**src/rtl/rvfpm_pkg.sv**
```systemverilog
// Shared encodings and the pipeline entry type for the RV32F FMV.W.X move path.
// Decode lives here so every consumer agrees on the exact match pattern.
package rvfpm_pkg;

    localparam logic [6:0] OP_FP          = 7'b1010011;
    localparam logic [6:0] FUNCT7_FMV_W_X = 7'b1111000;
    localparam logic [2:0] FUNCT3_FMV     = 3'b000;
    localparam logic [4:0] RS2_FMV        = 5'b00000;

    typedef struct packed {
        logic        valid;
        logic [4:0]  rd;
        logic [31:0] data;
    } fmv_stage_t;

    // Only the exact FMV.W.X pattern matches; FMV.X.W and arithmetic ops share OP_FP.
    function automatic logic is_fmv_w_x(input logic [31:0] insn);
        return (insn[6:0]   == OP_FP)
            && (insn[31:25] == FUNCT7_FMV_W_X)
            && (insn[14:12] == FUNCT3_FMV)
            && (insn[24:20] == RS2_FMV);
    endfunction

    function automatic logic idx_in_range(input logic [4:0] idx, input int unsigned n);
        return 32'(idx) < n;
    endfunction

endpackage

```
**src/rtl/rvfpm_regfile.sv**
```systemverilog
// FP register file: one synchronous write port, one asynchronous read port,
// and an asynchronous active-low clear of every entry.
module rvfpm_regfile
    import rvfpm_pkg::*;
#(
    parameter int NUM_REGS = 32
) (
    input  logic        ck,
    input  logic        rst,
    input  logic        we,
    input  logic [4:0]  waddr,
    input  logic [31:0] wdata,
    input  logic [4:0]  raddr,
    output logic [31:0] rdata
);

    localparam int AW = (NUM_REGS > 1) ? $clog2(NUM_REGS) : 1;

    logic [31:0] mem [NUM_REGS];

    // NOTE: this array is cleared on reset because a reset register file must
    // read as zero; storage that need not be observable after reset would skip it.
    always_ff @(posedge ck or negedge rst) begin
        if (!rst) begin
            for (int i = 0; i < NUM_REGS; i++) begin
                mem[i] <= '0;
            end
        end else if (we && idx_in_range(waddr, NUM_REGS)) begin
            // NOTE: state is written with <= so every flop samples pre-edge values.
            mem[waddr[AW-1:0]] <= wdata;
        end
    end

    always_comb begin
        rdata = '0;
        if (idx_in_range(raddr, NUM_REGS)) begin
            rdata = mem[raddr[AW-1:0]];
        end
    end

endmodule

```
**src/rtl/fmv_w_x_pipe.sv**
```systemverilog
// FMV.W.X move pipeline: decodes the move, carries it PIPELINE_STAGES-1 stages,
// then commits the integer bits unchanged into the FP register file.
module fmv_w_x_pipe
    import rvfpm_pkg::*;
#(
    parameter int NUM_REGS        = 32,
    parameter int PIPELINE_STAGES = 4
) (
    input  logic        ck,
    input  logic        rst,
    input  logic        enable,
    input  logic [31:0] instruction,
    input  logic [31:0] data_fromXReg,
    input  logic [4:0]  rd_addr,
    output logic [31:0] rd_data,
    output logic        rf_we,
    output logic [4:0]  rf_waddr,
    output logic [31:0] rf_wdata,
    output logic        hazard,
    output logic        busy
);

    fmv_stage_t dec_entry;
    fmv_stage_t commit_entry;
    logic       commit_we;
    logic       stage_busy;
    logic       stage_hazard;
    logic       unused_rs1;

    // rs1 is already resolved into data_fromXReg, so its index field is not needed.
    assign unused_rs1 = ^instruction[19:15];

    always_comb begin
        dec_entry.valid = is_fmv_w_x(instruction);
        dec_entry.rd    = instruction[11:7];
        dec_entry.data  = data_fromXReg;
    end

    // Out-of-range destinations travel the pipe but never raise a write.
    assign commit_we = enable && commit_entry.valid
                    && idx_in_range(commit_entry.rd, NUM_REGS);

    generate
        if (PIPELINE_STAGES == 1) begin : g_direct
            assign commit_entry = dec_entry;
            assign stage_busy   = 1'b0;
            assign stage_hazard = 1'b0;
        end else begin : g_stages
            localparam int NS = PIPELINE_STAGES - 1;

            fmv_stage_t stage_q [NS];

            always_ff @(posedge ck or negedge rst) begin
                if (!rst) begin
                    for (int i = 0; i < NS; i++) begin
                        stage_q[i] <= '0;
                    end
                end else if (enable) begin
                    stage_q[0] <= dec_entry;
                    for (int i = 1; i < NS; i++) begin
                        stage_q[i] <= stage_q[i-1];
                    end
                end
            end

            assign commit_entry = stage_q[NS-1];

            // The last stage stops counting as a hazard in the cycle it writes,
            // since the register file already forwards nothing and the next read sees it.
            always_comb begin
                // NOTE: defaults first keep these combinational and latch-free.
                stage_busy   = 1'b0;
                stage_hazard = 1'b0;
                for (int i = 0; i < NS; i++) begin
                    if (stage_q[i].valid) begin
                        stage_busy = 1'b1;
                        if (stage_q[i].rd == rd_addr && !(i == NS - 1 && commit_we)) begin
                            stage_hazard = 1'b1;
                        end
                    end
                end
            end
        end
    endgenerate

    // With a single stage the commit entry is pure decode, so gate with reset
    // to keep the write port quiet while rst is low.
    assign rf_we    = rst && commit_we;
    assign rf_waddr = rst ? commit_entry.rd   : 5'd0;
    assign rf_wdata = rst ? commit_entry.data : 32'd0;
    assign busy     = rst && stage_busy;
    assign hazard   = rst && stage_hazard;

    rvfpm_regfile #(
        .NUM_REGS (NUM_REGS)
    ) u_regfile (
        .ck    (ck),
        .rst   (rst),
        .we    (rf_we),
        .waddr (rf_waddr),
        .wdata (rf_wdata),
        .raddr (rd_addr),
        .rdata (rd_data)
    );

endmodule

```
**config.mk**
```make
export PLATFORM = sky130hd
export DESIGN_NAME = fmv_w_x_pipe
export DESIGN_NICKNAME = d
export VERILOG_FILES = /design/src/rtl/rvfpm_pkg.sv /design/src/rtl/rvfpm_regfile.sv /design/src/rtl/fmv_w_x_pipe.sv
export SDC_FILE = /design/constraint.sdc
export NUM_CORES = 2
export LEC_CHECK = 0
export CAP_MARGIN = 20
export CORE_ASPECT_RATIO = 1.75
export CORE_MARGIN = 5
export CORE_UTILIZATION = 35
export CTS_CLUSTER_DIAMETER = 40
export DETAILED_ROUTE_END_ITERATION = 16
export PLACE_DENSITY = 0.49
export SLEW_MARGIN = 20
export SYNTH_ARGS = -nofsm -noshare
export SYNTH_HDL_FRONTEND = slang
export SYNTH_SLANG_ARGS = --single-unit
```
**constraint.sdc**
```tcl
create_clock -name ck -period 2.46 [get_ports ck]
set_input_delay 0.246 -clock ck [delete_from_list [all_inputs] [get_ports ck]]
set_output_delay 0.246 -clock ck [all_outputs]
set_load 0.02 [all_outputs]
```
# --- After elaboration in Yosys (flattened, before gate mapping) ---
# Cells that the tools add are included.
word_totals:
  input_bits: 72
  regBits: 1138
  wordCells: 80
classes:
  n_eq_ne: 5
  muxes: 17
  bitwise: 2
  n_lt_le_gt_ge: 3
  n_reduce_logical: 12
ops:
  columns: ["operator", "n"]
  rows:
  - ["bitwise mux 1024 bit", 1]
  - ["binary-select mux 32 bit (select 5 bit)", 1]
  - ["demux 32 bit (select 5 bit)", 1]
  - ["2-to-1 mux 32 bit", 4]
  - ["== test 5 bit", 3]
  - ["== test 7 bit (second input constant)", 2]
  - ["greater-or-equal comparator 6 bit (second input constant)", 2]
  - ["inverter 5 -> 6 bit", 2]
  - ["logical AND 1 bit", 9]
  - ["2-to-1 mux 1 bit", 9]
  - ["< comparator 6 x 1 -> 1 bit (second input constant)", 1]
  - ["zero test 5 bit", 1]
  - ["2-to-1 mux 5 bit", 1]
  - ["zero test 3 bit", 1]
  - ["zero test 1 bit", 1]

# --- Logic depth before layout (Yosys ltp) ---
depth:
  ltp_word: 8
  depth_mapped: 8
  mapped_depth_nobuf: 5

# --- Cells and area by module ---
# Synthesis repeated with hierarchy kept, for this count alone.
hier_totals:
  hier_cells: 3763
  hier_area_um2: 52347.7
by_module_without_submodules:
  columns: ["module", "instances", "cells_each", "area_each_um2"]
  rows:
  - ["rvfpm_regfile", 1, 3447, 47474.3]
  - ["fmv_w_x_pipe", 1, 316, 4873.4]

# --- Worst setup path before layout ---
# No wires, ideal clock.
synth_path:
  path_type: "in2out"
  startpoint: "in rd_addr[1]"
  endpoint: "out hazard"
  arrival_time_ns: 1.724
  n_path_buf: 2
  stages: 7
  path_slack_ns: 0.490
  cell_sequence: "buf_2 buf_2 xnor2_1 nand4_1 nor4b_1 a31oi_1 a21boi_0"
synth_between:
  elab_chain_len: 8
  word_cells_on_any_way: 11
synth_rtl:
  columns: ["element", "line_no", "source"]
  rows:
  - ["start, declared", "fmv_w_x_pipe.sv:14", "input logic [4:0] rd_addr,"]
  - ["== test 5 bit", "fmv_w_x_pipe.sv:77", "if (stage_q[i].rd == rd_addr && !(i == NS - 1 && commit_we)) begin"]
  - ["2-to-1 mux 1 bit", "fmv_w_x_pipe.sv:77", null]
  - ["2-to-1 mux 1 bit", "fmv_w_x_pipe.sv:75", "if (stage_q[i].valid) begin"]
  - ["2-to-1 mux 1 bit", "fmv_w_x_pipe.sv:77", null]
  - ["2-to-1 mux 1 bit", "fmv_w_x_pipe.sv:75", null]
  - ["2-to-1 mux 1 bit", "fmv_w_x_pipe.sv:77", null]
  - ["2-to-1 mux 1 bit (*)", "fmv_w_x_pipe.sv:75", null]
  - ["logical AND 1 bit (*)", "fmv_w_x_pipe.sv:92", "assign hazard = rst && stage_hazard;"]
  - ["end, declared", "fmv_w_x_pipe.sv:19", "output logic hazard,"]
# Mark *: on every way between the ends. The rest lies on a longest branch, timed or not.

# --- Worst setup path after layout ---
layout_path:
  startpoint: "in rd_addr[1]"
  endpoint: "out rd_data[17]"
layout_between:
  elab_chain_len: 4
layout_rtl:
  columns: ["element", "line_no", "source"]
  rows:
  - ["inverter 5 -> 6 bit (not written as such)", "rvfpm_regfile.sv:37", "rdata = mem[raddr[AW-1:0]];"]
  - ["binary-select mux 32 bit (select 5 bit)", "rvfpm_regfile.sv:37", null]
  - ["2-to-1 mux 32 bit (not written as such) (2 in a row)", "rvfpm_regfile.sv:37", null]
  - ["end, declared", "fmv_w_x_pipe.sv:15", "output logic [31:0] rd_data,"]
# No other way between the ends. The select of a mux whose other input is x is not followed.

==> impl_metrics.py <==
metrics = {
    "setup_path": {
        "cp_data_required_time_ns": 2.21,
        "worstPathMaxFanout": 12,
        "arrival_ns": 2.18,
        "startpoint_type": "input pin",
        "cp-end-kind": "output pin",
        "critPathKind": "in2out",
    },
    "routing": {
        "wl_per_cell_microns": 24.6,
        "vias": 36700,
        "finalWirelength_microns": 174000,
        "first_pass_iters": 5,
        "ant_nets": 0,
        "dr.first_iter.drc_count": 2345,
        "drc": 0,
        "vias_per_cell": 5.17,
    },
    "logic_synthesis": {
        "syn_inst": 4927,
        "synth_edf_count": 0,
        "yosys.cell_types.count": 39,
        "yosysTopAreaCellShare_pct": 57.5,
        "ys_ff_latch": 1138,
        "yosysWarnings": 0,
        "synth.largest_area_cell": "dfrtp_1",
        "syn_nets": 4999,
        "synth_seq_area_share_pct": 57.5,
        "synth_ff_type": "dfrtp_1",
        "yosys-top-cells-area": "dfrtp_1, mux2i_1, o21ai_0, nand2_1, mux2_2",
        "synth.avg_cell_area_sq_um": 10.1,
        "syn_area_sq_um": 49500,
        "async_flop_share_pct": 100,
    },
    "timing": {
        "clock.fmax_mhz": 412,
        "maxSlewHeadroom_pct": 30.5,
        "min_period_over_period_pct": 98.7,
        "slew_viol_final": 0,
        "whs_ns": 0.0279,
        "skew_ns": 0.0201,
        "setup_viol": 0,
        "hold_viol": 0,
        "rsz0062_at_grt": "yes",
        "tightest_slew_ns": 1.04,
        "period_needed_ns": 2.43,
    },
    "finish": {
        "final_layout_size_suffix_gt1_share_pct": 16.6,
        "fin_nets": 5234,
        "multi_input_area_sq_um": 19600,
        "final_cell_count_no_fill": 7097,
        "seq_area_sq_um": 28500,
        "fill_cells": 13800,
        "layout-area-overhead-vs-synth_pct": 22.7,
    },
    "clocking": {
        "clkSlewWorstSetupHoldPaths_ns": 0.06,
        "root_buffer": "clkbuf_16",
        "clock_latency_ns": 0.74,
        "cts_buffers": 131,
        "cts_tree": "done",
        "clockBufferDepth": 3,
        "htree_levels": 4,
        "cts_sinks": 1138,
    },
    "global_route": {
        "grt_pass1_vias": 37700,
        "overflow": 0,
        "grt_pass1_wl_microns": 259000,
        "grtUsageMet2_pct": 41.5,
        "use_met1_pct": 28.5,
        "grt_use_total_pct": 23.3,
        "grt_max_degree": 167,
        "use_met3_pct": 3.05,
        "antenna_found_initial": 3,
        "busiest_layer": "met2",
    },
    "die": {
        "ioPinCount": 144,
        "start_util_pct": 35.2,
        "coreArea_sq_um": 141000,
        "dieArea_sq_um": 149000,
        "die_y_microns": 508,
        "die_x_microns": 294,
        "rows": 182,
    },
    "place": {
        "post-place-cells": 6809,
        "dp_hpwl_microns": 106000,
        "port-buffer-count": 138,
        "gp_congestion": 0.813,
    },
    "flow_run": {
        "cap_violations": 0,
    },
    "power_and_ir_drop": {
        "leakagePower_nw": 28.2,
        "worst_ir_drop_vdd_v": 0.000546,
        "p_clk_share_pct": 45.5,
        "combPwrFrac_pct": 10.0,
        "swShare_pct": 25.5,
        "intPower_mw": 32.2,
        "switchingPower_mw": 11.0,
        "powerDensity_nw_per_um2": 712,
        "power_frac_seq_pct": 44.5,
    },
    "status": {
        "status": "completed",
    },
    "min_path": {
        "min_path_type": "in2async",
    },
}
[sequential cells by signal, summed over array words and instances (netlist names)]
name	flops
u_regfile.mem	1024
g_stages.stage_q	76
commit_entry	38
[through the flow]
stage / area [sq um] / power (mW) / worst slack, ns / TNS (ns) / utilization (%)
2_1_floorplan: 49500 / 21.4 / 0.490 / 0 / -
3_3_place_gp: 55000 / 23.7 / -0.682 / -15.84 / 39.1
3_5_place_dp: 55000 / 23.7 / -0.660 / -15.69 / 39.1
4_1_cts: 60500 / 43.9 / -0.0431 / -0.0843 / 43.0
5_1_grt: 60800 / 44.9 / -0.0603 / -0.293 / 43.2
6_report: 60800 / 43.3 / 0.0318 / 0 / 43.2
[routing by layer]
metal  share of wire, %  wire length [microns]
met5                  0                      0
met4                4.6                   8110
met3                3.2                   5590
met2                 51                  89100
met1                 41                  71600
[power by group through the flow]
| stage | Sequential (mW) | Combinational, mW | Clock (mW) |
|---|---|---|---|
| 3_5_place_dp | 19.6 | 4.13 | 0 |
| 2_1_floorplan | 19.5 | 1.90 | 0 |
| 5_1_grt | 19.3 | 4.67 | 20.9 |
| 3_3_place_gp | 19.6 | 4.10 | 0 |
| 6_report | 19.2 | 4.34 | 19.7 |
| 4_1_cts | 19.3 | 4.38 | 20.2 |
[critical path, stage by stage]
cell and delay (ns):
buf_12 0.18, buf_4 0.25, buf_4 0.29, buf_4 0.22, mux2i_1 0.25, a22o_1 0.17
nor3_1 0.05, a31oi_1 0.18, nand3_2 0.12, buf_4 0.20
[logic make-up (layout without fill, tap and decap cells)]
| group | after synthesis | after routing | share of synthesized area, % |
|---|---|---|---|
| and+or+nand+nor | 1354 | 1354 | 11.0 |
| AOI/OAI and AO/OA | 1317 | 1317 | 14.4 |
| DFF | 1138 | 1138 | 57.5 |
| muxes | 625 | 625 | 12.9 |
| buffers and inverters | 478 | 807 | 3.92 |
| xor gates and xnor gates | 15 | 15 | 0.265 |
| other | 0 | 1 | 0 |
[what timing repair did]
item | in CTS | in global routing
buffers inserted | 21 | 14
endpoints found under the hold margin | 208 | 0
hold buffers | 21 | 0
pin swaps | 20 | 38
setup endpoints to repair | 37 | 31
resized for setup | 185 | 62
cloned | 7 | 0
[final cells by class]
type	instances	share of cell area, %
multi-input combinational	3311	32.3
tap	1840	3.79
sequential	1138	46.9
inverter	35	0.216
clock inverter	57	0.974
clock buffer	170	6.13
timing repair buffer	545	9.78
antenna	1	0.00412
[cells in the final DEF (no fill, tap or decap), types with 5 or more instances in the layout]
cell,count
xnor2_1,5
mux2_2,113
a31oi_1,29
buf_4,286
a22oi_1,94
nand3_2,22
nor3_2,8
nand2_2,8
dlygate4sd3_1,15
clkdlybuf4s50_1,87
clkinv_2,19
buf_2,7
buf_12,89
xor2_1,9
nor3_1,25
inv_1,35
mux2i_1,490
nand2_1,1153
inv_6,10
a22o_1,64
mux2i_2,21
nand2_4,28
nand3_1,75
a21oi_1,96
buf_16,10
o21ai_1,41
buf_6,38
clkbuf_1,18
clkinvlp_4,9
clkinv_4,9
bufinv_16,8
clkbuf_8,13
o21ai_0,983
dfrtp_1,1137
bufbuf_16,5
clkbuf_16,139
[final timing paths]
kind | depth (start not counted) | slack (ns) | to | from
worst max-delay path | 10 | 0.03 | rd_data[17] | rd_addr[1]
worst min-delay path | 6 | 0.03 | g_stages.stage_q[111] | rst
worst max register to register | 7 | 0.44 | u_regfile.mem[618] | commit_entry[37]
worst min register to register | 2 | 0.47 | u_regfile.mem[968] | u_regfile.mem[968]
max in group asynchronous | 7 | 0.20 | u_regfile.mem[904] | rst
min in group ck | 3 | 0.10 | g_stages.stage_q[113] | instruction[29]
[synth_stat cells (3+ instances only)]
master	instances
a21oi_1	96
clkbuf_1	305
nand3_1	98
and2_1	4
buf_2	116
nand4_1	4
a31oi_1	33
inv_1	35
nand2_2	33
nand2_1	1156
nor2_1	3
a22oi_1	96
nor2b_1	5
o21ai_1	41
a22o_1	64
mux2_2	113
buf_1	21
nor4b_1	3
nor4_1	4
o21ai_0	983
dfrtp_1	1138
xor2_1	9
mux2i_1	512
xnor2_1	6
nor3_1	32
Note: power is estimated with default switching activity, not from simulation.
